==> src/rtl/sbox_sched.sv <==
// Shares one registered S-box among NUM_BOX chunks: it issues the chunks one per cycle, then collects the results into out_data.
// Optional SBOX_SCHED_COUNT_EN adds a 16-bit done_count of result handshakes.
module sbox_sched #(
    parameter int DATA_WIDTH = 6,
    parameter int OUT_WIDTH  = 4,
    parameter int NUM_BOX    = 8,
    localparam int SEL_W     = (NUM_BOX > 1) ? $clog2(NUM_BOX) : 1
) (
    input  logic                          clk,
    input  logic                          rst,
    input  logic                          flush,
    input  logic                          in_valid,
    output logic                          in_ready,
    input  logic [NUM_BOX*DATA_WIDTH-1:0] in_data,
    output logic [SEL_W-1:0]              sbox_sel,
    output logic [DATA_WIDTH-1:0]         sbox_in,
    output logic                          sbox_en,
    input  logic [OUT_WIDTH-1:0]          sbox_out,
    output logic                          out_valid,
    input  logic                          out_ready,
    output logic [NUM_BOX*OUT_WIDTH-1:0]  out_data
`ifdef SBOX_SCHED_COUNT_EN
    ,
    output logic [15:0]                   done_count
`endif
);

    typedef enum logic [1:0] {IDLE, ISSUE, WAIT, DONE} state_t;

    localparam logic [SEL_W-1:0] LAST_IDX = SEL_W'(NUM_BOX - 1);

    state_t                        state_q, state_d;
    logic [SEL_W-1:0]              idx;
    logic                          cap_flag;
    logic [SEL_W-1:0]              cap_idx;
    logic [NUM_BOX*DATA_WIDTH-1:0] data_q;
    logic [DATA_WIDTH-1:0]         chunks [NUM_BOX];
    logic                          accept;
    logic                          handshake;

    assign in_ready  = (state_q == IDLE);
    assign accept    = in_valid & in_ready & ~flush;
    assign handshake = out_valid & out_ready;

    // Chunk 0 sits in the most significant bits of the latched block.
    always_comb begin
        for (int i = 0; i < NUM_BOX; i++) begin
            chunks[i] = data_q[(NUM_BOX-1-i)*DATA_WIDTH +: DATA_WIDTH];
        end
    end

    always_ff @(posedge clk or posedge rst) begin
        if (rst) state_q <= IDLE;
        else     state_q <= state_d;
    end

    // NOTE: every output of this block gets a default first, so no path can infer a latch.
    always_comb begin
        state_d  = state_q;
        sbox_en  = 1'b0;
        sbox_sel = '0;
        sbox_in  = '0;
        case (state_q)
            IDLE:  if (accept) state_d = ISSUE;
            ISSUE: begin
                sbox_en  = 1'b1;
                sbox_sel = idx;
                sbox_in  = chunks[idx];
                if (idx == LAST_IDX) state_d = WAIT;
            end
            WAIT:  state_d = DONE;
            DONE:  if (handshake) state_d = IDLE;
            default: state_d = IDLE;
        endcase
        if (flush) state_d = IDLE;
    end

    // NOTE: state is updated with non-blocking assignments so every register samples pre-edge values.
    always_ff @(posedge clk or posedge rst) begin
        if (rst) begin
            idx       <= '0;
            cap_flag  <= 1'b0;
            cap_idx   <= '0;
            data_q    <= '0;
            out_data  <= '0;
            out_valid <= 1'b0;
        end else if (flush) begin
            idx       <= '0;
            cap_flag  <= 1'b0;
            out_valid <= 1'b0;
        end else begin
            // The S-box output is registered, so the strobe is delayed one cycle to match it.
            cap_flag <= sbox_en;
            cap_idx  <= sbox_sel;

            if (accept) begin
                data_q   <= in_data;
                out_data <= '0;
                idx      <= '0;
            end else if (state_q == ISSUE) begin
                idx <= idx + SEL_W'(1);
            end

            if (cap_flag) begin
                for (int i = 0; i < NUM_BOX; i++) begin
                    if (cap_idx == SEL_W'(i)) begin
                        out_data[(NUM_BOX-1-i)*OUT_WIDTH +: OUT_WIDTH] <= sbox_out;
                    end
                end
            end

            if (state_q == WAIT)  out_valid <= 1'b1;
            else if (handshake)   out_valid <= 1'b0;
        end
    end

`ifdef SBOX_SCHED_COUNT_EN
    // Counts every delivered result; a flush does not touch it.
    always_ff @(posedge clk or posedge rst) begin
        if (rst)            done_count <= 16'd0;
        else if (handshake) done_count <= done_count + 16'd1;
    end
`endif

endmodule
==> config.mk <==
export PLATFORM = sky130hd
export DESIGN_NAME = sbox_sched
export DESIGN_NICKNAME = d
export VERILOG_FILES = /design/src/rtl/sbox_sched.sv
export SDC_FILE = /design/constraint.sdc
export NUM_CORES = 1
export LEC_CHECK = 0
export BUFFER_PORTS_ARGS = -buffer_cell sky130_fd_sc_hd__buf_4
export CORE_MARGIN = 2
export CORE_UTILIZATION = 45
export DETAILED_ROUTE_END_ITERATION = 10
export GPL_TIMING_DRIVEN = 0
export PLACE_DENSITY = 0.69
export SLEW_MARGIN = 0
export SYNTH_ARGS = -nofsm -noshare
export SYNTH_HDL_FRONTEND = slang
export SYNTH_SLANG_ARGS = --single-unit
==> constraint.sdc <==
create_clock -name clk -period 3.8 [get_ports clk]
set_input_delay 0.76 -clock clk [delete_from_list [all_inputs] [get_ports clk]]
set_output_delay 0.76 -clock clk [all_outputs]
set_load 0.01 [all_outputs]
==> results.yml, run 1 <==
status:
  outcome: "finished, final reports clean"
yosys:
  synth_area_per_cell_um2: 14.91
  syn_nets: 332
  ys_warn_count: 0
  synthFlopType: "dfrtp_1"
  synth_most_common_cell: "dfrtp_1"
  ys_seq_area_frac: 0.5636
  synth.distinct_cells: 36
  syn_inst: 268
  synth_edf_count: 0
  async_flop_share: 1.000
  netlist_area_um2: 3996
  yosys.area.top_type: "dfrtp_1"
  ys_ff_latch: 90
  synthTopCellsByCount: "90 x dfrtp_1, 50 x mux2_2, 38 x a22o_1, 8 x mux4_2, 8 x nor2b_1"
  synth_area_leaders: "dfrtp_1 56%, mux2_2 14%, a22o_1 8.3%, mux4_2 4.5%, mux4_1 2.6%"
  synth_top_area_share: 0.5636
worst_hold_path:
  hold_class: "primary input to asynchronous set/reset pin"
global_routing:
  grt_pass1_vias: 2820
  gr-total-overflow: 0
  grt_usage: 0.1838
  grt_pass1_wl_mm: 14.00
  antenna_found_initial: 0
  grt_max_degree: 48
critical_path:
  crit_slowest_cell: "dfrtp_1"
  rr_startpoint: "state_q[0]"
  max_stage_delay_ns: 0.44
  cp.arrival_ns: 2.16
  critical_path.top_delay_family: "buffers and inverters"
  rr_endpoint: "chunks[8]"
  reg2reg_depth: 7
  endpoint_kind: "output pin"
  worstPathRequired_ns: 3.04
  cp_num_buf_inv: 4
  crit_chain: "inv_1, ha_1, buf_2, and2_1, clkbuf_1, a22o_1, buf_4"
  worst-path-stages: 7
  path_class: "flop to output pin"
  rrSetupSlack_ns: 1.68
  path_max_fanout: 9
  worstSetupStartpointType: "flop"
clock_tree:
  cts_tree: "done"
  cts_buffer_depth: 2
  hold_buffers: 0
  cts_setup_buffers: 0
  clock_sinks: 90
  cts-buffers-inserted: 9
  htreeDepth: 3
  clk_pin_slew_ns: 0.09
  cts-root-buf: "clkbuf_8"
  worstSkewPairLatency_ns: 0.35
  ctsResizeCount: 0
sta:
  hold_ws_ns: 0.4648
  layout_setup_ws_ns: 0.8844
  layout_worst_path_cycle_share: 0.7673
  slew_headroom: 0.6280
  hold_viol_final: 0
  worst_pin_slew_ns: 0.5581
  rsz0062_at_grt: "no"
  fin_setup_tns_ns: 0
  period_needed_ns: 2.916
  setup_violations: 0
  slew_violations: 0
  fmax_ghz: 0.3430
  skew_ns: 0.01055
finish:
  fillers: 731
  antenna_cells: 0
  postLayoutCellArea_um2: 5100
  area_growth_pct: 27.61
  drive_gt1_frac: 0.4987
  nets: 444
placement:
  hpwl_mm: 6.326
  post-place-ws_ns: 1.284
  numPortBuffers: 100
  dpl_cell_area_um2: 4912
  gp_congestion: 0.7280
route:
  first_pass_iters: 4
  wl_mm: 8.551
  ant_nets: 0
  routedWlPerCell_um: 17.34
  drc: 0
  drtIter0Drc: 104
  viasPerCell: 5.408
  dr_total_vias: 2666
floorplanning:
  ios: 101
  initial_core_util: 0.4605
  design.die.area_um2: 9650
  row_count: 34
  dieHeight_um: 98.24
  coreArea_um2: 8678
  die_x_um: 98.24
power:
  peakVddDrop_uv: 331.4
  p_leak_nw: 2.419
  p_per_area_nw_per_um2: 597.0
run:
  cap_viol_max_count: 0
[where the power goes]
part / total (W) / internal, W / switching, W
clock network: 0.000617 / 0.000264 / 0.000353
registers: 0.00142 / 0.00126 / 0.000162
logic: 0.00101 / 0.000606 / 0.000403
[area by class of cell]
type | instances | area [µm²] | share of cell area
clock buffer | 10 | 137.6 | 0.02699
inverter | 5 | 21.27 | 0.004171
buffer | 17 | 98.84 | 0.01938
sequential | 90 | 2252 | 0.4416
clock inverter | 6 | 50.05 | 0.009814
tap | 108 | 135.1 | 0.02650
timing repair buffer | 101 | 778.2 | 0.1526
multi-input combinational | 156 | 1627 | 0.3189
[registers in the layout (all words and copies together) (netlist names)]
name       cells
chunks        48
out_valid      1
cap_idx        3
idx            3
cap_flag       1
state_q        2
out_data      32
[per-layer routing]
layer	routed length (µm)	GRT usage	vias up
met5	0	0	-
met1	3644	0.2361	1317
met3	583	0.04653	12
li1	-	-	1244
met2	4185	0.3072	93
met4	138	0.06112	0
[metrics by stage]
stage,instances,power (W),utilization
after CTS,493,0.003083,0.5877
after detailed placement,477,0.002465,0.5660
after global placement,476,0.002417,0.5626
after global routing,493,0.003231,0.5877
after floorplan,268,0.002124,-
final,493,0.003045,0.5877
[cell families (layout without fill, tap and decap cells)]
| kind of cell | count (synthesis) | after routing | synth area share |
|---|---|---|---|
| AOI/OAI and AO/OA | 53 | 53 | 0.1058 |
| and+or+nand+nor | 30 | 30 | 0.05698 |
| xor gates and xnor gates | 1 | 1 | 0.002192 |
| DFF | 90 | 90 | 0.5636 |
| adders and majority gates | 7 | 7 | 0.02192 |
| muxes | 65 | 65 | 0.2201 |
| buffers and inverters | 22 | 139 | 0.02943 |
[layout by cell type (no fill, tap or decap), types with 2 or more instances in the layout]
cell / n
a22o_1: 38
and2_1: 3
and4b_1: 3
and4bb_2: 3
buf_1: 2
buf_2: 6
buf_4: 101
clkbuf_1: 6
clkbuf_8: 10
clkinv_4: 2
dfrtp_1: 90
ha_1: 7
inv_1: 3
mux2_2: 50
mux2i_1: 2
mux4_1: 4
mux4_2: 8
nand3_1: 2
nor2_1: 2
nor2b_1: 8
nor3_1: 3
o211ai_1: 4
o21ai_0: 3
o21ai_1: 5
[worst max-delay path by stage]
stage | to | slack [ns] | startpoint
after global placement | chunks[32] | -0.36 | rst
after floorplan | cap_flag | 0.70 | rst
final | sbox_in[2] | 0.88 | state_q[1]
after detailed placement | sbox_in[5] | 1.28 | state_q[1]
after global routing | sbox_in[2] | 0.73 | state_q[1]
after CTS | sbox_in[2] | 0.88 | state_q[1]
No activity file was read; power rests on OpenSTA's default activity.
==> run 2, diff against run 1 <==
clock period = 2.79 ns   (was 3.8 ns; I/O delays follow)
==> results.yml, run 2 (synthesis gave the netlist of run 1 again) <==
status:
  outcome: "finished, final reports clean"
sta:
  slew_headroom: 0.6838
  layout_worst_path_cycle_share: 0.9278
  setup_violations: 0
  worst_pin_slew_ns: 0.4742
  slew_violations: 0
  hold_viol_final: 0
  layout_setup_ws_ns: 0.2015
  skew_ns: 0.006643
  period_needed_ns: 2.588
  hold_ws_ns: 0.1902
  fin_setup_tns_ns: 0
  rsz0062_at_grt: "no"
  fmax_ghz: 0.3863
floorplanning:
  coreArea_um2: 8678
  dieHeight_um: 98.24
  row_count: 34
  initial_core_util: 0.4605
  die_x_um: 98.24
  ios: 101
  design.die.area_um2: 9650
power:
  p_leak_nw: 2.410
  power.switching_w: 0.001266
  power_frac_seq: 0.462
  pwr-share-clk: 0.205
  p_per_area_nw_per_um2: 814.6
  total_power_w: 0.004164
  peakVddDrop_uv: 524.1
  power_frac_comb: 0.332
  p_int_w: 0.002897
  swShare: 0.3041
critical_path:
  rr_startpoint: "state_q[0]"
  rrSetupSlack_ns: 0.70
  reg2reg_depth: 7
  path_class: "flop to output pin"
  cp.arrival_ns: 2.03
  path_max_fanout: 9
  worstPathRequired_ns: 2.23
  worstSetupStartpointType: "flop"
  endpoint_kind: "output pin"
  rr_endpoint: "chunks[7]"
route:
  wl_mm: 8.835
  viasPerCell: 5.509
  drtIter0Drc: 78
  first_pass_iters: 4
  dr_total_vias: 2716
  drc: 0
  routedWlPerCell_um: 17.92
  ant_nets: 0
finish:
  area_growth_pct: 27.90
  nets: 444
  postLayoutCellArea_um2: 5111
  layout_commonest_cell: "buf_4"
  antenna_cells: 0
  largest_reg_flops: 48
  layout_common_cells: "101 x buf_4, 90 x dfrtp_1, 50 x mux2_2, 38 x a22o_1, 10 x clkbuf_8"
  drive_gt1_frac: 0.5039
global_routing:
  grt_pass1_vias: 2959
  grt_pass1_wl_mm: 14.90
  grt_usage: 0.1985
  antenna_found_initial: 0
  grt_max_degree: 39
  gr-total-overflow: 0
clock_tree:
  hold_buffers: 0
  cts_buffer_depth: 2
  cts_tree: "done"
  cts-root-buf: "clkbuf_8"
  clk_pin_slew_ns: 0.09
  cts-buffers-inserted: 9
  htreeDepth: 3
  clock_sinks: 90
  cts_setup_buffers: 0
  worstSkewPairLatency_ns: 0.36
  ctsResizeCount: 0
placement:
  post-place-ws_ns: 0.4760
  dpl_cell_area_um2: 4926
  gp_congestion: 0.7353
  hpwl_mm: 6.405
  numPortBuffers: 100
worst_hold_path:
  hold_class: "primary input to asynchronous set/reset pin"
run:
  cap_viol_max_count: 0
==> run 2: power by group through the flow <==
| stage | Clock, W | Sequential, W | Combinational, W |
|---|---|---|---|
| detailed placement | 0 | 0.00195 | 0.00141 |
| global route | 0.000933 | 0.00198 | 0.00152 |
| finish | 0.000855 | 0.00193 | 0.00138 |
| floorplan | 0 | 0.00189 | 0.00100 |
| CTS | 0.000880 | 0.00193 | 0.00141 |
| global placement | 0 | 0.00193 | 0.00136 |
==> run 2: final cells by class <==
class	count	area (µm²)
multi-input cells	156	1629
clock buffers	10	137.6
flip-flops and latches	90	2252
repair buffers	102	790.8
plain buffers	16	95.09
fillers	718	3567
inverters	5	22.52
clock inverters	6	48.80
well taps	108	135.1
==> run 2: metrics by stage <==
step                      utilization  instances
after floorplan                     -        268
after global placement         0.5630        476
after detailed placement       0.5676        478
after CTS                      0.5891        494
after global routing           0.5890        493
final                          0.5890        493
==> run 2: worst max-delay path: stages, from the launching register on <==
cell and delay (ns):
dfrtp_1 0.44, inv_1 0.12, ha_1 0.20, buf_2 0.20, and2_1 0.35, a22o_1 0.23
buf_4 0.12
==> run 2: routing by layer <==
metal,vias up,share of wire,track usage
li1,1242,-,-
met1,1363,0.42,0.2508
met2,94,0.49,0.3209
met3,17,0.071,0.06013
met4,0,0.021,0.08219
met5,-,0,0
==> run 2: worst max-delay path by stage <==
stage | startpoint | end | depth (start not counted)
after floorplan | state_q[1] | sbox_in[1] | 6
after global placement | state_q[1] | sbox_in[5] | 7
after detailed placement | state_q[1] | sbox_in[5] | 7
after CTS | state_q[1] | sbox_in[5] | 7
after global routing | state_q[1] | sbox_in[1] | 6
final | state_q[1] | sbox_in[4] | 6
==> run 3, diff against run 2 <==
ABC_AREA = 1   (was not set)
==> results.yml, run 3 <==
status:
  outcome: "finished, final reports clean"
power:
  p_leak_nw: 3.210
  p_per_area_nw_per_um2: 809.9
  peakVddDrop_uv: 278.0
route:
  drtIter0Drc: 88
  first_pass_iters: 4
  drc: 0
  ant_nets: 0
  wl_mm: 10.29
  routedWlPerCell_um: 12.61
  viasPerCell: 4.657
  dr_total_vias: 3800
global_routing:
  grt_usage: 0.2056
  antenna_found_initial: 0
  grt_pass1_vias: 3646
  gr-total-overflow: 0
  grt_max_degree: 45
  grt_pass1_wl_mm: 16.80
finish:
  largest_reg_flops: 48
  seqCellArea_um2: 2252
  fillers: 920
  antenna_cells: 0
  nets: 742
  drive_gt1_frac: 0.2269
  area_growth_pct: 26.98
  layout_commonest_cell: "nand2_1"
  multi_input_area_um2: 1673
  layout_common_cells: "226 x nand2_1, 104 x buf_4, 90 x dfrtp_1, 71 x nor2_1, 66 x inv_1"
  fin_util: 0.5799
critical_path:
  path_max_fanout: 8
  worstPathRequired_ns: 2.23
  max_stage_delay_ns: 0.43
  endpoint_kind: "output pin"
  crit_slowest_cell: "dfrtp_1"
  cp.arrival_ns: 2.04
  path_class: "flop to output pin"
  worstSetupStartpointType: "flop"
  crit_chain: "inv_1, ha_1, buf_2, inv_1, nor2_1, nand2_1, nand2_1, buf_4"
clock_tree:
  htreeDepth: 3
  cts_setup_buffers: 0
  worstSkewPairLatency_ns: 0.36
  cts-buffers-inserted: 9
  cts_tree: "done"
  clock_sinks: 90
  cts-root-buf: "clkbuf_8"
  hold_buffers: 0
  clk_pin_slew_ns: 0.09
  cts_buffer_depth: 2
  ctsResizeCount: 0
yosys:
  syn_nets: 630
  synth.distinct_cells: 21
  synthFlopType: "dfrtp_1"
  synth_edf_count: 0
  synth_most_common_cell: "nand2_1"
  ys_warn_count: 0
  synth_top_area_share: 0.5140
  syn_inst: 566
  ys_ff_latch: 90
  synth_area_per_cell_um2: 7.742
  synthTopCellsByCount: "226 x nand2_1, 90 x dfrtp_1, 71 x nor2_1, 67 x inv_1, 35 x a21oi_1"
  yosys.area.top_type: "dfrtp_1"
  async_flop_share: 1.000
  netlist_area_um2: 4382
  synth_area_leaders: "dfrtp_1 51%, nand2_1 19%, nor2_1 6.1%, inv_1 5.7%, a21oi_1 4.0%"
  ys_seq_area_frac: 0.5140
floorplanning:
  initial_core_util: 0.4567
  ios: 101
  dieHeight_um: 102.7
  design.die.area_um2: 10540
  row_count: 36
  die_x_um: 102.7
  coreArea_um2: 9594
sta:
  fin_setup_tns_ns: 0
  slew_violations: 0
  fmax_ghz: 0.3855
  period_needed_ns: 2.594
  rsz0062_at_grt: "no"
  setup_violations: 0
  slew_headroom: 0.5549
  skew_ns: 0.01031
  hold_viol_final: 0
  worst_pin_slew_ns: 0.6652
  layout_worst_path_cycle_share: 0.9297
worst_hold_path:
  hold_class: "primary input to asynchronous set/reset pin"
placement:
  gp_congestion: 0.8668
  hpwl_mm: 7.897
  numPortBuffers: 99
run:
  cap_viol_max_count: 0
-- run 3: kinds of logic after synthesis --
family | after synthesis | share of synthesized area
simple gates | 329 | 0.2964
fa+ha+maj | 7 | 0.01999
buf+inv | 91 | 0.1042
flops | 90 | 0.5140
compound gates | 49 | 0.06539
-- run 3: metal layers --
layer  up-vias  global-route usage  wire length (µm)
met3        11             0.04610               601
met4         0             0.06974                96
met2       107              0.3419              4990
met5         -                   0                 0
met1      1744              0.2671              4598
li1       1938                   -                 -
-- run 3: metrics by stage --
| stage | total power, W | hold WS [ns] | cell area [µm²] | cells | setup WS, ns |
|---|---|---|---|---|---|
| after global placement | 0.003453 | 0.4569 | 5295 | 798 | 0.5919 |
| after global routing | 0.004846 | 0.1121 | 5564 | 816 | 0.03279 |
| after detailed placement | 0.003515 | 0.4598 | 5335 | 800 | 0.5924 |
| final | 0.004507 | 0.1189 | 5564 | 816 | 0.1962 |
| after floorplan | 0.002985 | 0.4429 | 4385 | 566 | 0.8813 |
| after CTS | 0.004545 | 0.1079 | 5564 | 816 | 0.1876 |
-- run 3: final timing paths --
kind / from / endpoint / slack (ns) / depth (start not counted)
setup / recovery: state_q[1] / sbox_in[3] / 0.20 / 8
max in group asynchronous: rst / chunks[10] / 2.21 / 3
hold / removal: rst / out_valid / 0.12 / 2
hold reg to reg: chunks[35] / chunks[35] / 0.48 / 2
min in group clk: in_data[24] / chunks[24] / 0.43 / 3
setup reg to reg: state_q[0] / chunks[27] / 1.17 / 8
-- run 3: cell type report --
class	instances	share of cell area
buffer	20	0.03148
clock buffer	9	0.02226
clock inverter	7	0.01889
inverter	71	0.05127
multi-input combinational	385	0.3007
sequential	90	0.4048
tap	133	0.02991
timing repair buffer	101	0.1408
-- run 3: worst max-delay path, delay by kind of cell (launching register included) --
kind | cells | cell delay, ns
buf+inv | 4 | 0.52
fa+ha+maj | 1 | 0.19
simple gates | 3 | 0.55
flops | 1 | 0.43
-- run 3: where the power goes --
group	internal [W]	switching, W
Clock	0.000520	0.000503
Sequential	0.00171	0.000143
Combinational	0.000645	0.000987
